[config.mk]
export PLATFORM = sky130hd
export DESIGN_NAME = pe_group_weight_buffer
export DESIGN_NICKNAME = d
export VERILOG_FILES = /design/src/rtl/pe_group_weight_buffer_pkg.sv /design/src/rtl/pe_group_entry_tracker.sv /design/src/rtl/pe_group_weight_buffer.sv
export SDC_FILE = /design/constraint.sdc
export NUM_CORES = 1
export LEC_CHECK = 0
export CORE_UTILIZATION = 25
export DETAILED_ROUTE_END_ITERATION = 6
export DONT_BUFFER_PORTS = 1
export PLACE_DENSITY = 0.44
export SETUP_SLACK_MARGIN = 0.15
export SYNTH_ARGS = -nofsm -noshare
export SYNTH_HDL_FRONTEND = slang
export SYNTH_HIERARCHICAL = 1
export SYNTH_SLANG_ARGS = --single-unit
[constraint.sdc]
create_clock -name clk -period 5.2 [get_ports clk]
set_input_delay 0.78 -clock clk [delete_from_list [all_inputs] [get_ports clk]]
set_output_delay 0.78 -clock clk [all_outputs]
set_load 0.01 [all_outputs]
[src/rtl/pe_group_weight_buffer_pkg.sv]
// pe_group_weight_buffer_pkg: shared PE-group defaults, error-flag encoding and address helper
package pe_group_weight_buffer_pkg;
    localparam int PeAddressCount        = 8;
    localparam int PeAddressCountWidth   = 3;
    localparam int PeDataWidth           = 8;
    localparam int PeEntryReadTimes      = 2;
    localparam int PeEntryReadTimesWidth = 2;

    typedef struct packed {
        logic wr_ovf;
        logic rd_empty;
    } pe_err_t;

    function automatic logic addr_in_range(input int unsigned addr, input int unsigned count);
        return addr < count;
    endfunction
endpackage

[src/rtl/pe_group_entry_tracker.sv]
// pe_group_entry_tracker: per-entry occupancy bits and read counters for the weight buffer
module pe_group_entry_tracker
    import pe_group_weight_buffer_pkg::*;
#(
    parameter int AddressCount        = PeAddressCount,
    parameter int AddressCountWidth   = PeAddressCountWidth,
    parameter int EntryReadTimes      = PeEntryReadTimes,
    parameter int EntryReadTimesWidth = PeEntryReadTimesWidth
) (
    input  logic                         clk,
    input  logic                         rst,
    input  logic                         wr_en,
    input  logic [AddressCountWidth-1:0] wr_addr,
    input  logic                         rd_en,
    input  logic [AddressCountWidth-1:0] rd_addr,
    output logic [AddressCount-1:0]      entry_full,
    output logic                         wr_ovf,
    output logic                         rd_empty
);
    localparam logic [EntryReadTimesWidth-1:0] CntOne = 1;

    logic [AddressCount-1:0]                          full_q, full_d;
    logic [AddressCount-1:0][EntryReadTimesWidth-1:0] cnt_q, cnt_d;
    logic                                             rd_frees, same_addr;

    always_comb begin
        full_d    = full_q;
        cnt_d     = cnt_q;
        rd_frees  = 1'b0;
        same_addr = wr_addr == rd_addr;
        if (rd_en && full_q[rd_addr]) begin
            rd_frees         = 32'(cnt_q[rd_addr]) + 1 >= EntryReadTimes;
            full_d[rd_addr]  = ~rd_frees;
            cnt_d[rd_addr]   = rd_frees ? '0 : cnt_q[rd_addr] + CntOne;
        end
        // A same-address write lands after the read update, so it always wins
        if (wr_en) begin
            full_d[wr_addr] = 1'b1;
            cnt_d[wr_addr]  = '0;
        end
        wr_ovf   = wr_en & full_q[wr_addr] & ~(rd_frees & same_addr);
        rd_empty = rd_en & ~full_q[rd_addr] & ~(wr_en & same_addr);
    end

    always_ff @(posedge clk or posedge rst) begin
        if (rst) begin
            full_q <= '0;
            cnt_q  <= '0;
        end else begin
            full_q <= full_d;
            cnt_q  <= cnt_d;
        end
    end

    assign entry_full = full_q;
endmodule

[src/rtl/pe_group_weight_buffer.sv]
// pe_group_weight_buffer: multi-read weight store with registered read port and sticky error flags
module pe_group_weight_buffer
    import pe_group_weight_buffer_pkg::*;
#(
    parameter int AddressCount        = PeAddressCount,
    parameter int AddressCountWidth   = PeAddressCountWidth,
    parameter int DataWidth           = PeDataWidth,
    parameter int EntryReadTimes      = PeEntryReadTimes,
    parameter int EntryReadTimesWidth = PeEntryReadTimesWidth
) (
    input  logic                         clk,
    input  logic                         rst,
    input  logic                         WEn,
    input  logic [AddressCountWidth-1:0] WAddr,
    input  logic [DataWidth-1:0]         WData,
    input  logic                         REn,
    input  logic [AddressCountWidth-1:0] RAddr,
    output logic                         RAccept,
    output logic [DataWidth-1:0]         RData,
    output logic                         RDataValid,
    input  logic                         RDataRdy,
    output logic [AddressCount-1:0]      EntryFull,
    output logic                         Drained,
    output logic                         WrOvfErr,
    output logic                         RdEmptyErr
);
    logic [DataWidth-1:0] mem_q [AddressCount];
    logic [DataWidth-1:0] rdata_q, rdata_d;
    logic                 rvalid_q, rvalid_d;
    pe_err_t              err_q, err_d;
    logic                 w_ok, r_ok, bypass, trk_wr_ovf, trk_rd_empty;

    assign w_ok    = addr_in_range(32'(WAddr), AddressCount);
    assign r_ok    = addr_in_range(32'(RAddr), AddressCount);
    assign RAccept = REn & (~rvalid_q | RDataRdy);
    assign bypass  = WEn & w_ok & r_ok & (WAddr == RAddr);

    pe_group_entry_tracker #(
        .AddressCount       (AddressCount),
        .AddressCountWidth  (AddressCountWidth),
        .EntryReadTimes     (EntryReadTimes),
        .EntryReadTimesWidth(EntryReadTimesWidth)
    ) u_tracker (
        .clk       (clk),
        .rst       (rst),
        .wr_en     (WEn & w_ok),
        .wr_addr   (WAddr),
        .rd_en     (RAccept & r_ok),
        .rd_addr   (RAddr),
        .entry_full(EntryFull),
        .wr_ovf    (trk_wr_ovf),
        .rd_empty  (trk_rd_empty)
    );

    always_comb begin
        rdata_d         = RAccept ? (bypass ? WData : (r_ok ? mem_q[RAddr] : '0)) : rdata_q;
        rvalid_d        = RAccept | (rvalid_q & ~RDataRdy);
        err_d.wr_ovf    = err_q.wr_ovf | (WEn & ~w_ok) | trk_wr_ovf;
        err_d.rd_empty  = err_q.rd_empty | (RAccept & ~r_ok) | trk_rd_empty;
    end

    always_ff @(posedge clk or posedge rst) begin
        if (rst) begin
            rdata_q  <= '0;
            rvalid_q <= 1'b0;
            err_q    <= '0;
        end else begin
            rdata_q  <= rdata_d;
            rvalid_q <= rvalid_d;
            err_q    <= err_d;
        end
    end

    // Storage is deliberately left unreset; occupancy tracking decides what is valid
    always_ff @(posedge clk) begin
        if (WEn && w_ok) mem_q[WAddr] <= WData;
    end

    assign RData      = rdata_q;
    assign RDataValid = rvalid_q;
    assign Drained    = ~|EntryFull;
    assign WrOvfErr   = err_q.wr_ovf;
    assign RdEmptyErr = err_q.rd_empty;
endmodule

Yosys cells after proc, flatten, opt, wreduce, memory -nomap -nowiden. Memory sizes are Yosys's and may differ from the RTL's. A register that Yosys moved wholly into a read port is not among the register bits. Index checks and enable logic that the tools add are counted.

RAM bits: 64. Output and inout bits: 21. Bits of input ports: 19. Register bits after elaboration: 27. Logic and storage cells: 71. Memories: 1.

Memories: mem_q (depth 8, bits a word 8, rd ports 1, clocked after Yosys merged registers in 1, write ports 1, line pe_group_weight_buffer.sv:27) `logic [DataWidth-1:0] mem_q [AddressCount];`.

Reductions and logical operators: 5. Eq/ne operators: 1. Bitwise gates (word level): 21. Add/sub/neg operators: 2. Muxes and demuxes: 24. Order comparisons: 5.

Operators with widths (number): >= comparator 32 x 2 -> 1 bit, second input constant (1); 2-to-1 mux 16 bit (2); AND 16 bit (1); bitwise mux 16 bit (1); 2-to-1 mux 8 bit (2); NOT 16 bit (1); demux 2 bit (select 3 bit) (2); AND 1 bit (8); bitwise mux 8 bit (1); less-than comparator 3 x 4 -> 1 bit, second input constant (2); 2-to-1 mux 2 bit (4); OR 8 bit (1); OR reduction 8 bit (1); 2-to-1 mux 1 bit (7); binary-select mux 1 bit (select 3 bit) (2); binary-select mux 2 bit (select 3 bit) (1); demux 1 bit (select 3 bit) (2); >= comparator 3 x 1 -> 1 bit, second input constant (2); NOT 1 bit (6); OR 1 bit (4); adder 2 x 1 -> 3 bit, second input constant (1); == test 3 bit (1); logical AND 1 bit (3); adder 2 x 1 -> 2 bit, second input constant (1); logical NOT 1 bit (1).

Logic depth before layout (Yosys ltp).
Depth in word-level cells: 9. Mapped depth: 13. Depth with buffers taken out: 10.

Modules after synthesis. The synthesis kept the hierarchy.

Modules (own cells, without submodules): pe_group_weight_buffer (instances 1, cells each 158, area each 3066.7 µm², seq. area each 2197.1 µm²); pe_group_entry_tracker (instances 1, cells each 181, area each 1661.6 µm², seq. area each 600.6 µm²).

Least setup slack after synthesis. No wires, ideal clock.

Path kind: input to register. Start point: in RAddr[0]. End point: reg err_q (netlist bit WrOvfErr). Buffers on the path: 4. Setup time: 0.127 ns. Data arrival time: 2.784 ns. Data required time: 5.073 ns. Stages on the path: 12. Setup slack: 2.289 ns. Cell sequence: buf_6 > clkbuf_1 > a21oi_1 > o221a_2 > ha_1 > clkbuf_1 > nor2b_1 > buf_1 > nand4_1 > a21oi_1 > nor3b_1 > or2_2.

RTL lines: from (decl) (line pe_group_weight_buffer.sv:17) `input logic [AddressCountWidth-1:0] RAddr,`; to (signal assigned) (line pe_group_weight_buffer.sv:70) `err_q <= err_d;`; to (decl) (line pe_group_weight_buffer.sv:30) `pe_err_t err_q, err_d;`.

==> results.yml <==
timing:
  holdWs_ps: 354
  min_period_ps: 2590
  slew_headroom_pct: 22.7
  fmax_ghz: 0.386
  finClkSkew_ps: 6.70
  layout_setup_ws_ps: 2610
  worst_slew_pin_slew_ps: 1160
  finalSetupViolations: 0
  slew_viol_final: 0
  period_share_pct: 49.8
  timing.setup.tns_ps: 0
  rsz0062_at_grt: "no"
  hold_viol: 0
yosys:
  synth.distinct_cells: 38
  synth_compound_area_share_pct: 7.07
  synthAdderAreaFrac_pct: 0.265
  synth_edf_count: 64
  synth-simple-area-share_pct: 11.1
  synth_top_family_by_area: "multiplexers"
  synth_ff_type: "edfxtp_1"
  ys_top_cells_by_count: "edfxtp_1, nand2_1, dfrtp_1, mux2i_1, nand3_1"
  synth-seq-cells: 99
  synth.net_count: 359
  ys_warn_count: 6
  synth_xor_area_share_pct: 1.11
  yosys.area.top_type: "edfxtp_1"
  synth_top_cells_by_area: "edfxtp_1, dfrtp_1, mux4_2"
  synth_most_common_cell: "edfxtp_1"
  netlist_instances: 339
  seq_area_frac_synth_pct: 59.2
  netlist_area_sq_um: 4730
  synthMuxAreaShare_pct: 16.9
  yosysTopAreaCellShare_pct: 40.6
  avgSynthCellArea_sq_um: 13.9
  async_reset_ff_share_pct: 35.4
floorplanning:
  io-pin-count: 40
  core-area_sq_um: 18300
  start_util_pct: 25.9
  num_rows: 49
  die_area_sq_um: 19500
  dieHeight_um: 140
  die_w_um: 140
placement:
  io_buffer_count: 0
  gp_congestion: 0.764
  postPlaceCellArea_sq_um: 4860
  hpwl_um: 7240
  pre_cts_slack_ps: 2280
critical_path:
  regToRegStartpoint: "RDataValid"
  crit_path_end_kind: "flip-flop"
  critPathArrivalTime_ps: 2820
  regToRegSetupSlack_ps: 2700
  worstReg2RegEnd: "WrOvfErr"
  cp_max_fo: 24
  reg2reg_depth: 8
  crit_required_ps: 5430
  worstSetupPathType: "in -> reg"
  startpoint_type: "input port"
pwr:
  finalPower_mw: 1.86
  power_leakage_nw: 1.80
  clkPwrFrac_pct: 35.3
  p_seq_share_pct: 52.4
  p_int_mw: 1.35
  switchingPower_mw: 0.511
  p_comb_share_pct: 12.3
  power_density_nw_per_um2: 361
  switching_share_pct: 27.5
  ir_drop_mv: 0.129
global_route:
  grt_util_all_layers_pct: 12.0
  grt_pass1_wl_um: 17200
  antenna_found_initial: 0
  grt_max_degree: 39
  grt_pass1_vias: 2905
  grt-ovfl-total: 0
clocking:
  cts-root-buf: "clkbuf_16"
  post_cts_buffers: 0
  clkSlewWorstSetupHoldPaths_ps: 80
  numCtsBuffers: 9
  cts_sinks: 99
  ctsHoldBuffers: 0
  cts_tree: "built"
  cts_resized: 0
  worstSkewPairLatency_ps: 350
  clk_path_buf_depth: 2
  h-tree-depth: 3
flow_run:
  cap_violations: 0
drt:
  dr.pass1.iters: 4
  vias: 2692
  ant_nets: 0
  drt-initial-drc-count: 255
  wl_um: 11000
  drc: 0
  via_per_inst: 4.78
  avgRoutedWirePerCell_um: 19.5
finish:
  antenna_cells: 0
  syn2layout_area_growth_pct: 8.94
  layout.nets: 349
  fill_cells: 1861
  drive_above_1_share_pct: 16.2
  postLayoutCellArea_sq_um: 5150
hold_path:
  hp-class: "in -> async"
run_status:
  outcome: "completed"
==> power groups by stage <==
stage	clock (mW)	sequential, mW	combinational [mW]
6_report	0.656	0.973	0.228
5_1_grt	0.700	0.981	0.257
4_1_cts	0.674	0.974	0.231
3_5_place_dp	0	0.990	0.231
3_3_place_gp	0	0.991	0.228
2_1_floorplan	0	0.967	0.213
==> cells in the final DEF (no fill, tap or decap), types with 3 or more instances in the layout <==
master | Yosys | final
nand2b_1 | 9 | 9
dfrtp_1 | 35 | 35
nand3_1 | 17 | 17
nor2b_1 | 6 | 6
a211oi_1 | 4 | 4
nand4_1 | 4 | 4
a211oi_2 | 8 | 8
o21ai_1 | 8 | 8
o211ai_2 | 8 | 8
edfxtp_1 | 64 | 64
inv_1 | 10 | 10
inv_8 | 0 | 3
a21oi_1 | 6 | 6
mux4_1 | 5 | 5
nor2_1 | 10 | 10
nand2_1 | 52 | 52
mux2i_1 | 32 | 32
mux4_2 | 15 | 15
clkbuf_16 | 0 | 9
xnor2_1 | 6 | 6
==> routing by layer <==
metal | share of wire (%) | up-vias | global-route usage [%] | wire length, um
met5 | 0 | - | 0 | 0
met4 | 1.7 | 0 | 4.80 | 182
met3 | 4.1 | 12 | 3.34 | 446
met2 | 49 | 47 | 19.9 | 5430
met1 | 45 | 1388 | 14.7 | 4930
li1 | - | 1245 | - | -
==> worst max path at each step <==
stage	from	endpoint	slack, ps	cells past startpoint
final	RAddr[1]	WrOvfErr	2610	9
after global routing	RAddr[1]	WrOvfErr	2500	9
after CTS	RAddr[1]	WrOvfErr	2660	9
after detailed placement	RAddr[1]	WrOvfErr	2280	9
after global placement	RAddr[1]	WrOvfErr	2340	9
after floorplan	RAddr[0]	WrOvfErr	2290	12
==> sequential cells by signal (all words and copies together), names as in the netlist <==
name,count
u_tracker/cnt_q,16
mem_q,64
WrOvfErr,1
RdEmptyErr,1
u_tracker/entry_full,8
RDataValid,1
RData,8
==> metrics by stage <==
step	utilization [%]	instances
3_5_place_dp	26.6	547
3_3_place_gp	26.6	547
6_report	28.2	563
5_1_grt	28.2	563
2_1_floorplan	-	339
4_1_cts	28.2	563
==> kinds of logic after synthesis <==
family	count (synthesis)
simple gates	110
flops	99
xor+xnor	6
mux	53
fa+ha+maj	1
compound gates	38
buf+inv	32
==> worst max-delay path, stage by stage <==
cell and delay, ps:
mux2_2 200, a21oi_1 60, o221a_2 240, ha_1 310
nor2b_1 530, nand4_1 170, a21oi_1 160, nor3b_1 60
or2_2 290
==> final cells by class <==
| cell class | instances | area (sq um) | area share (%) |
|---|---|---|---|
| clock buffers | 10 | 229 | 4.44 |
| clock inverters | 6 | 58.8 | 1.14 |
| inverters | 11 | 43.8 | 0.850 |
| multi-input cells | 208 | 1740 | 33.7 |
| flip-flops and latches | 99 | 2800 | 54.3 |
| well taps | 229 | 287 | 5.56 |
Power figures use the tool's default switching activity.
